### src/rtl/unidade_pc.sv
// unidade_pc: program counter and fetch sequencing ahead of the decoder.
// Ports: clock/reset_n, decoder flow-control (Jump, Jal, Jr, Branch,
//   BranchNE, OpIn, OpHalt), Zero, EnderecoJump, Imediato, RegJr,
//   BotaoConfirma (raw button); outputs PC, PCmais1, LiberaIn,
//   AguardandoIn, Parado.
module unidade_pc #(
  parameter int LARGURA_PC       = 10,
  parameter int ENDERECO_INICIAL = 0
) (
  input  logic                  clock,
  input  logic                  reset_n,
  input  logic                  Jump,
  input  logic                  Jal,
  input  logic                  Jr,
  input  logic                  Branch,
  input  logic                  BranchNE,
  input  logic                  OpIn,
  input  logic                  OpHalt,
  input  logic                  Zero,
  input  logic [25:0]           EnderecoJump,
  input  logic [15:0]           Imediato,
  input  logic [31:0]           RegJr,
  input  logic                  BotaoConfirma,
  output logic [LARGURA_PC-1:0] PC,
  output logic [LARGURA_PC-1:0] PCmais1,
  output logic                  LiberaIn,
  output logic                  AguardandoIn,
  output logic                  Parado
);

  localparam logic [LARGURA_PC-1:0] PC_INICIAL =
    ENDERECO_INICIAL[LARGURA_PC-1:0];
  localparam logic [LARGURA_PC-1:0] UM = 1;

  // 2'b11 is never entered; the default branch treats it as EXECUTA.
  typedef enum logic [1:0] {
    EXECUTA   = 2'b00,
    ESPERA_IN = 2'b01,
    PARADO    = 2'b10
  } estado_t;

  estado_t estado, estado_prox;

  logic [LARGURA_PC-1:0] pc, pc_prox;
  logic [LARGURA_PC-1:0] pc_mais1;
  logic [LARGURA_PC-1:0] pc_desvio;
  logic [31:0]           imed_ext;
  logic                  desvio_tomado;
  logic                  libera;

  logic sync1, sync2, anterior;
  logic borda;

  // Button: two synchronizer flops, a third flop for edge detection.
  always_ff @(posedge clock or negedge reset_n) begin
    if (!reset_n) begin
      sync1    <= 1'b0;
      sync2    <= 1'b0;
      anterior <= 1'b0;
    end else begin
      sync1    <= BotaoConfirma;
      sync2    <= sync1;
      anterior <= sync2;
    end
  end

  assign borda = sync2 & ~anterior;

  always_ff @(posedge clock or negedge reset_n) begin
    if (!reset_n) begin
      pc     <= PC_INICIAL;
      estado <= EXECUTA;
    end else begin
      pc     <= pc_prox;
      estado <= estado_prox;
    end
  end

  // All PC arithmetic wraps modulo 2^LARGURA_PC by truncation.
  assign pc_mais1  = pc + UM;
  assign imed_ext  = {{16{Imediato[15]}}, Imediato};
  assign pc_desvio = pc_mais1 + imed_ext[LARGURA_PC-1:0];

  assign desvio_tomado = (Branch & Zero) | (BranchNE & ~Zero);

  always_comb begin
    pc_prox     = pc;
    estado_prox = estado;
    libera      = 1'b0;
    case (estado)
      ESPERA_IN: begin
        if (borda) begin
          libera      = 1'b1;
          pc_prox     = pc_mais1;
          estado_prox = EXECUTA;
        end
      end
      PARADO: begin
        pc_prox     = pc;
        estado_prox = PARADO;
      end
      default: begin
        // Priority order; a borda coinciding with OpIn is dropped.
        if (OpHalt) begin
          estado_prox = PARADO;
        end else if (OpIn) begin
          estado_prox = ESPERA_IN;
        end else if (Jr) begin
          pc_prox = RegJr[LARGURA_PC-1:0];
        end else if (Jump || Jal) begin
          pc_prox = EnderecoJump[LARGURA_PC-1:0];
        end else if (desvio_tomado) begin
          pc_prox = pc_desvio;
        end else begin
          pc_prox = pc_mais1;
        end
        estado_prox = (OpHalt) ? PARADO :
                      (OpIn)   ? ESPERA_IN : EXECUTA;
      end
    endcase
  end

  assign PC           = pc;
  assign PCmais1      = pc_mais1;
  assign LiberaIn     = libera;
  assign AguardandoIn = (estado == ESPERA_IN) && !borda;
  assign Parado       = (estado == PARADO);

  // Upper address bits beyond the PC width are intentionally dropped.
  logic unused_bits;
  assign unused_bits = ^{RegJr, EnderecoJump, imed_ext};

endmodule

### config.mk
export PLATFORM = sky130hd
export DESIGN_NAME = unidade_pc
export DESIGN_NICKNAME = d
export VERILOG_FILES = /design/src/rtl/unidade_pc.sv
export SDC_FILE = /design/constraint.sdc
export NUM_CORES = 1
export LEC_CHECK = 0
export BUFFER_PORTS_ARGS = -buffer_cell sky130_fd_sc_hd__clkbuf_2
export CELL_PAD_IN_SITES_DETAIL_PLACEMENT = 1
export CELL_PAD_IN_SITES_GLOBAL_PLACEMENT = 1
export CORE_MARGIN = 2
export CORE_UTILIZATION = 31
export CTS_CLUSTER_DIAMETER = 200
export DETAILED_ROUTE_END_ITERATION = 6
export PLACE_DENSITY = 0.83
export SLEW_MARGIN = 20
export SYNTH_ARGS = -nofsm -noshare
export SYNTH_HDL_FRONTEND = slang
export SYNTH_SLANG_ARGS = --single-unit
### constraint.sdc
create_clock -name clock -period 5.4 [get_ports clock]
set_clock_uncertainty 0.15 [all_clocks]
set_input_delay 1.08 -clock clock [delete_from_list [all_inputs] [get_ports clock]]
set_output_delay 1.08 -clock clock [all_outputs]
set_load 0.05 [all_outputs]
# [Yosys cells after proc, flatten, opt, wreduce, memory -nomap -nowiden]
# Index checks and enable logic that the tools add are counted.
[totals] register_bits=15 out_inout_bits=23 wordCells=36
[classes] addsub=2 n_eq_ne=5 n_mux=13 bitwise_logic=7 n_reduce_logical=4
[ops] operator="two-way mux 10 bit" count=6
[ops] operator="one-hot mux 10 bit (2 select lines)" count=1
[ops] operator="adder 10 x 1 -> 10 bit, second input constant" count=1
[ops] operator="adder 10 bit" count=1
[ops] operator="two-way mux 2 bit" count=2
[ops] operator="!= test 2 x 1 -> 1 bit, second input constant" count=2
[ops] operator="one-hot mux 2 bit (2 select lines)" count=1
[ops] operator="AND reduction 4 bit" count=1
[ops] operator="bitwise AND 1 bit" count=3
[ops] operator="two-way mux 1 bit" count=3
[ops] operator="NOT 1 bit" count=3
[ops] operator="equality test 2 x 1 -> 1 bit, second input constant" count=1
[ops] operator="equality test 2 bit, second input constant" count=1
[ops] operator="!= test 2 bit, second input constant" count=1
[ops] operator="logical AND 1 bit" count=1
[ops] operator="logical NOT 1 bit" count=1
[ops] operator="logical OR 1 bit" count=1
[ops] operator="bitwise OR 1 bit" count=1

# [Logic depth before layout (Yosys ltp)]
# Gate-level depths: netlist of run 1.
[depth] word_depth=9 depth_mapped=13 depth_no_buf=12

# [Worst setup path after synthesis of run 1]
# Ideal clock, no wire load.
[synth_path] path_type="reg-to-reg" from="reg pc[0], in the netlist PC[0]" to="reg pc[9], in the netlist PC[9]" setup_ns=0.132 t_arrival_ns=3.558 path_slack_ns=1.560 stages_incl_launch_ff=13 path_buffers=0 path_cell_list="dfrtp_1 ha_1 and3_2 nand3_1 xnor2_1 ha_1 nand2_1 nor2_1 a211oi_1 o21ai_0 mux2i_1 mux2i_1 o21ai_0"
[synth_between] elab_chain_cells=8
[synth_rtl] element="start: declaration" line="44" rtl="logic [LARGURA_PC-1:0] pc, pc_prox;"
[synth_rtl] element="start signal: assignment" line="74" rtl="pc <= pc_prox;"
[synth_rtl] element="adder 10 x 1 -> 10 bit" line="80" rtl="assign pc_mais1 = pc + UM;"
[synth_rtl] element="named net PCmais1[8]" line="25" rtl="output logic [LARGURA_PC-1:0] PCmais1,"
[synth_rtl] element="adder 10 bit" line="82" rtl="assign pc_desvio = pc_mais1 + imed_ext[LARGURA_PC-1:0];"
[synth_rtl] element="two-way mux 10 bit" line="112" rtl="end else if (desvio_tomado) begin"
[synth_rtl] element="two-way mux 10 bit" line="110" rtl="end else if (Jump || Jal) begin"
[synth_rtl] element="two-way mux 10 bit" line="108" rtl="end else if (Jr) begin"
[synth_rtl] element="two-way mux 10 bit" line="106" rtl="end else if (OpIn) begin"
[synth_rtl] element="two-way mux 10 bit" line="104" rtl="if (OpHalt) begin"
[synth_rtl] element="one-hot mux 10 bit (2 select lines)" line="90" rtl="case (estado)"
# The timed path passes the listed nets, and every way through them passes these cells. The select of a mux whose other input is x is not followed.
# A chain may end at the register's enable or synchronous reset.

# [Final worst setup path of run 1]
[layout_path] from="reg estado[1]" to="out AguardandoIn"
[layout_between] elab_chain_cells=2
[layout_rtl] element="start: declaration" line="42" rtl="estado_t estado, estado_prox;"
[layout_rtl] element="start signal: assignment" line="75" rtl="estado <= estado_prox;"
[layout_rtl] element="equality test 2 x 1 -> 1 bit" line="126" rtl="assign AguardandoIn = (estado == ESPERA_IN) && !borda;"
[layout_rtl] element="logical AND 1 bit" line="126"
[layout_rtl] element="end: declaration" line="27" rtl="output logic AguardandoIn,"
# Every way passes these cells.

==> results.cfg, run 1 <==
[run_status]
outcome = completed

[min_path]
hold_start = sync1$_DFF_PN0_
min_path_type = reg2reg

[setup_path]
r2r-start = PC[0]$_DFFE_PN0P_
critPathMaxStageDelay_ns = 0.68
worst_setup_path_start_kind = flip-flop
critPathLaunch = estado[1]$_DFFE_PN0N_
critPathMaxFanout = 23
path_class = reg2out
critPathTopFamily = adder cells
crit_path_top_delay_cell = ha_1
end_kind = primary output
critical_path_arrival_ns = 2.28
critPathBufInv = 2
required_ns = 4.17
path_cells = inv_1 > ha_1 > a21boi_0 > clkbuf_2

[place]
port_buffers = 63
gp_congestion = 0.835
place_ws_ns = 1.89
hpwl_um = 4190

[sta]
fin_ws_ns = 1.89
timing.fmax_mhz = 285
slew-limit-headroom = 0.420
setup_viol = 0
hold_viol_final = 0
final.setup.tns_ns = 0
worstMarginPinSlew_ns = 0.868
grt_setup_unrepaired = false
fin_hold_ws_ns = 0.202
finalCritPeriodShare = 0.650
drv_slew = 0
fin_crit_ns = 3.51

[power_and_ir_drop]
p_int_mw = 0.504
seq_power_share = 0.183
max-vdd-ir-drop_uv = 334
netSwitchingFraction = 0.604
powerDensity_nw_per_um2 = 629
p_comb_frac = 0.742
p_sw_mw = 0.768
leakagePower_nw = 0.953
pwr-share-clk = 0.075

[detailed_routing]
dr.first_iter.drc_count = 87
met2_length_um = 2510
drt-total-wl_um = 5140
wire_per_inst_um = 15.7
vias_per_cell = 5.33
drt_pass1_iterations = 4
wl_met3_um = 323
drtAntennaViolNets = 0
highest_layer = met4
num_vias = 1747
m1WireLength_um = 2290
post-route-drc-count = 0

[flow_run]
max_cap_viol_count = 0

[clocking]
root_buffer = clkbuf_8
ctsResizeCount = 0
htree_levels = 1
clkTransAtPathRegs_ns = 0.07
holdBufCountCts = 0
cts_tree = built
cts_buffers = 3
clkSinkCount = 15
clk_path_buf_depth = 2
clkLatencyLatePin_ns = 0.25
cts_setup_buffers = 0

[logic_synthesis]
yosysUniqueCellTypes = 47
ys_warn_count = 0
seq_area_frac_synth = 0.229
synth-async-reset-ratio = 1.00
synth.avg_cell_area_um2 = 8.14
syn_nets = 299
syn-instance-count = 201
synth_seq_cells = 15
yosys_most_used_dff = dfrtp_1
synth-edff-count = 0
synth_area_um2 = 1640

[die]
die_x_um = 76.7
core.rowCount = 26
start_util = 0.320
die_y_um = 76.7
ioPinCount = 108
fp.dieArea_um2 = 5880
core_area_um2 = 5110

[finish]
final_core_util = 0.396
fillers = 670
antenna_cells = 0
layout.nets = 357
area_growth_pct = 23.6
drive_gt1_frac = 0.298

[grt]
antenna_found_initial = 0
grt_max_degree = 24
globalRouteTotalUtil = 0.176
grt_pass1_vias = 1767
grt-ovfl-total = 0
grt_first_pass_wirelength_um = 8490
## Yosys cell counts, types with 2 or more instances
cell	number	area, um2
o21bai_1	3	22.5
a21oi_1	18	90.1
a211oi_1	8	60.1
xnor2_1	5	43.8
nand3_1	8	40.0
o21ai_0	17	85.1
clkbuf_1	5	18.8
ha_1	12	150
a31oi_1	3	18.8
nor3_1	4	20.0
inv_1	9	33.8
mux2i_1	4	40.0
buf_2	2	10.0
o221ai_1	3	26.3
a21o_1	3	22.5
o211ai_1	3	22.5
o21a_1	2	15.0
buf_6	3	33.8
dfrtp_1	15	375
a22o_1	2	17.5
nand2_1	18	67.6
nand3_4	2	35.0
nor2_1	17	63.8
and3_1	4	25.0
xor2_1	6	52.6
o22ai_1	4	25.0
## cell families after synthesis
| family | Yosys count | synth area share |
|---|---|---|
| xor+xnor | 13 | 0.0856 |
| compound gates | 75 | 0.298 |
| mux | 5 | 0.0313 |
| buf+inv | 19 | 0.0589 |
| simple gates | 61 | 0.193 |
| fa+ha+maj | 13 | 0.104 |
| flops | 15 | 0.229 |
## cells in the final DEF (no fill, tap or decap), drive strengths merged, types with 2 or more instances in the layout
master and instances:
and3 5, xor2 6, xnor2 7, a21oi 18
o21ai 17, nand2 18, ha 12, a21o 3
nand3 10, mux2i 4, nor2 17, nor3 4
a211oi 9, o21a 2, o21bai 3, dfrtp 15
o211ai 3, o22ai 4, o221ai 3, clkbuf 66
a22o 2, a31oi 3, inv 9
## metal layers
metal	global-route usage	vias to the layer above
li1	-	860
met1	0.224	832
met2	0.301	53
met3	0.0482	2
met4	0.0327	0
met5	0	-
## power groups by stage
stage	registers [mW]	clock network, mW	logic (mW)
after floorplan	0.340	0	0.618
after detailed placement	0.234	0	0.943
after global placement	0.232	0	0.921
final	0.233	0.0948	0.944
after CTS	0.233	0.0970	0.950
after global routing	0.244	0.103	1.02
## stage by stage
stage                     std cells  power, mW  area (um2)
after floorplan                 201      0.958        1640
after global placement          324       1.15        1980
after detailed placement        324       1.18        1980
after CTS                       328       1.28        2020
after global routing            328       1.37        2020
final                           328       1.27        2020
## state kept, by name, summed over array words and instances (netlist names)
signal and count:
estado 2, sync2 1, sync1 1, anterior 1
PC 10
## path summary, 6_finish.rpt
check,slack [ns],endpoint,cells after the start
worst max-delay path,1.89,AguardandoIn,4
min in group asynchronous,0.59,PC[9]$_DFFE_PN0P_,1
worst min-delay path,0.20,sync2$_DFF_PN0_,0
worst max register to register,2.25,PC[9]$_DFFE_PN0P_,10
max in group asynchronous,4.21,PC[3]$_DFFE_PN0P_,1
worst min register to register,0.20,sync2$_DFF_PN0_,0
## worst register-to-register path: cells and delay by family, from the launching register on
| kind | cells | cell delay (ns) |
|---|---|---|
| DFF | 1 | 0.49 |
| AOI/OAI and AO/OA | 5 | 0.97 |
| adders and majority gates | 2 | 0.67 |
| xor gates and xnor gates | 1 | 0.33 |
| muxes | 2 | 0.42 |
## layout make-up
cell class | count | area, um2 | share of cell area
multi-input cells | 167 | 1160 | 0.576
flip-flops and latches | 15 | 375 | 0.186
repair buffers | 63 | 315 | 0.156
well taps | 70 | 87.6 | 0.0433
clock buffers | 3 | 41.3 | 0.0204
inverters | 9 | 33.8 | 0.0167
clock inverters | 1 | 5.00 | 0.00247
Power figures use the tool's default switching activity.
==> inputs of run 2 (changes only) <==
Settings changed: CORE_UTILIZATION 31 to 26, PLACE_DENSITY 0.83 to 0.74.
Clock period 5.4 ns to 3 ns, I/O delays scaled along.
==> run 2 against run 1 <==
Combinational power increased by 120%. Flip-flop and latch count is the same. Global-route usage fell by 1.6 points. Total power increased by 110%. Final cell count up 8.2%. Critical path type is now reg2reg. Critical endpoint is now PC[9]$_DFFE_PN0P_.
==> results.cfg, run 2 (synthesized netlist as in run 1, its figures left out) <==
[setup_path]
end_kind = flip-flop
critPathLaunch = PC[0]$_DFFE_PN0P_
required_ns = 2.97
r2r-start = PC[0]$_DFFE_PN0P_
critPathMaxFanout = 7
critical_path_arrival_ns = 2.83
worst_setup_path_start_kind = flip-flop
path_class = reg2reg
regToRegSetupSlack_ns = 0.15

[sta]
hold_viol_final = 0
fin_crit_ns = 2.85
slew-limit-headroom = 0.723
timing.fmax_mhz = 350
fin_hold_ws_ns = 0.120
worstMarginPinSlew_ns = 0.416
drv_slew = 0
finalCritPeriodShare = 0.951
final.setup.tns_ns = 0
setup_viol = 0

[place]
gp_congestion = 0.815
hpwl_um = 4570
post_dp_cell_area_um2 = 2300
port_buffers = 63
dp_cells = 350

[finish]
final_common_cell = clkbuf_2
largest_register_ffs = 10
drive_gt1_frac = 0.436
final_cell_mix = clkbuf_2 (63), buf_4 (21), nand2_1 (18)
design_area_um2 = 2400
antenna_cells = 0
layout.nets = 379
area_growth_pct = 46.6
final_cells = 355

[die]
die_x_um = 83.3
core_area_um2 = 5990
fp.dieArea_um2 = 6940
start_util = 0.273
core.rowCount = 28
die_y_um = 83.3
ioPinCount = 108

[grt]
grt_max_degree = 22
grt_first_pass_wirelength_um = 9120
globalRouteTotalUtil = 0.160
grt_pass1_vias = 1840
antenna_found_initial = 0
grt-ovfl-total = 0

[run_status]
outcome = completed

[clocking]
cts_tree = built
root_buffer = clkbuf_8
clkSinkCount = 15
clk_path_buf_depth = 2
htree_levels = 1
cts_buffers = 3
clkTransAtPathRegs_ns = 0.07
holdBufCountCts = 0
clkLatencyLatePin_ns = 0.24

[detailed_routing]
post-route-drc-count = 0
vias_per_cell = 5.06
drt_pass1_iterations = 4
dr.first_iter.drc_count = 99
drtAntennaViolNets = 0
drt-total-wl_um = 5540
wire_per_inst_um = 15.6
num_vias = 1795

[min_path]
min_path_type = in2async

[flow_run]
max_cap_viol_count = 0

[power_and_ir_drop]
leakagePower_nw = 1.07
powerDensity_nw_per_um2 = 1110
max-vdd-ir-drop_uv = 642
## run 2: per-stage QoR
| step | util | power [mW] | worst slack, ns |
|---|---|---|---|
| final | 0.401 | 2.67 | 0.146 |
| after global routing | 0.401 | 2.88 | -0.0306 |
| after CTS | 0.394 | 2.62 | 0.0400 |
| after detailed placement | 0.385 | 2.44 | -0.00236 |
| after global placement | 0.385 | 2.38 | 0.0565 |
| after floorplan | - | 1.88 | -0.0188 |
## run 2: cell type report
cell class	count	area, um2
inverter	9	37.5
multi-input combinational	167	1340
clock inverter	1	5.00
fill	746	3590
tap	75	93.8
timing repair buffer	85	493
clock buffer	3	41.3
sequential	15	388
## run 2: timing repair
action                                  4_1_cts  5_1_grt
pin swaps                                     0        2
endpoints found under the setup margin        1        5
buffers inserted                              0        1
gates resized for setup                       2        8
## run 2: power by group
| group | switching, mW | total, mW | internal, mW |
|---|---|---|---|
| registers | 0.137 | 0.428 | 0.291 |
| logic | 1.29 | 2.08 | 0.789 |
| clock network | 0.0749 | 0.167 | 0.0919 |
## run 2: final timing paths
| path | cells past startpoint | to |
|---|---|---|
| setup / recovery | 12 | PC[9]$_DFFE_PN0P_ |
| hold / removal | 1 | PC[9]$_DFFE_PN0P_ |
| setup reg to reg | 12 | PC[9]$_DFFE_PN0P_ |
| hold reg to reg | 0 | sync2$_DFF_PN0_ |
| max in group asynchronous | 1 | PC[2]$_DFFE_PN0P_ |
| min in group clock | 0 | sync2$_DFF_PN0_ |
## run 2: layer usage
metal	part of all wire	up-vias	routed length (um)	global-route usage
li1	-	899	-	-
met1	0.46	827	2530	0.226
met2	0.48	63	2660	0.265
met3	0.051	6	284	0.0219
met4	0.011	0	63	0.0253
met5	0	-	0	0
## run 2: critical path, stage by stage, from the launching register on
cell      delay [ns]
dfrtp_4         0.49
ha_4            0.21
and3_4          0.26
nand3_2         0.16
xnor2_4         0.24
ha_4            0.24
nand2_1         0.06
nor2_1          0.03
a211oi_1        0.19
o21ai_1         0.13
mux2i_2         0.26
mux2i_1         0.21
o21ai_0         0.10
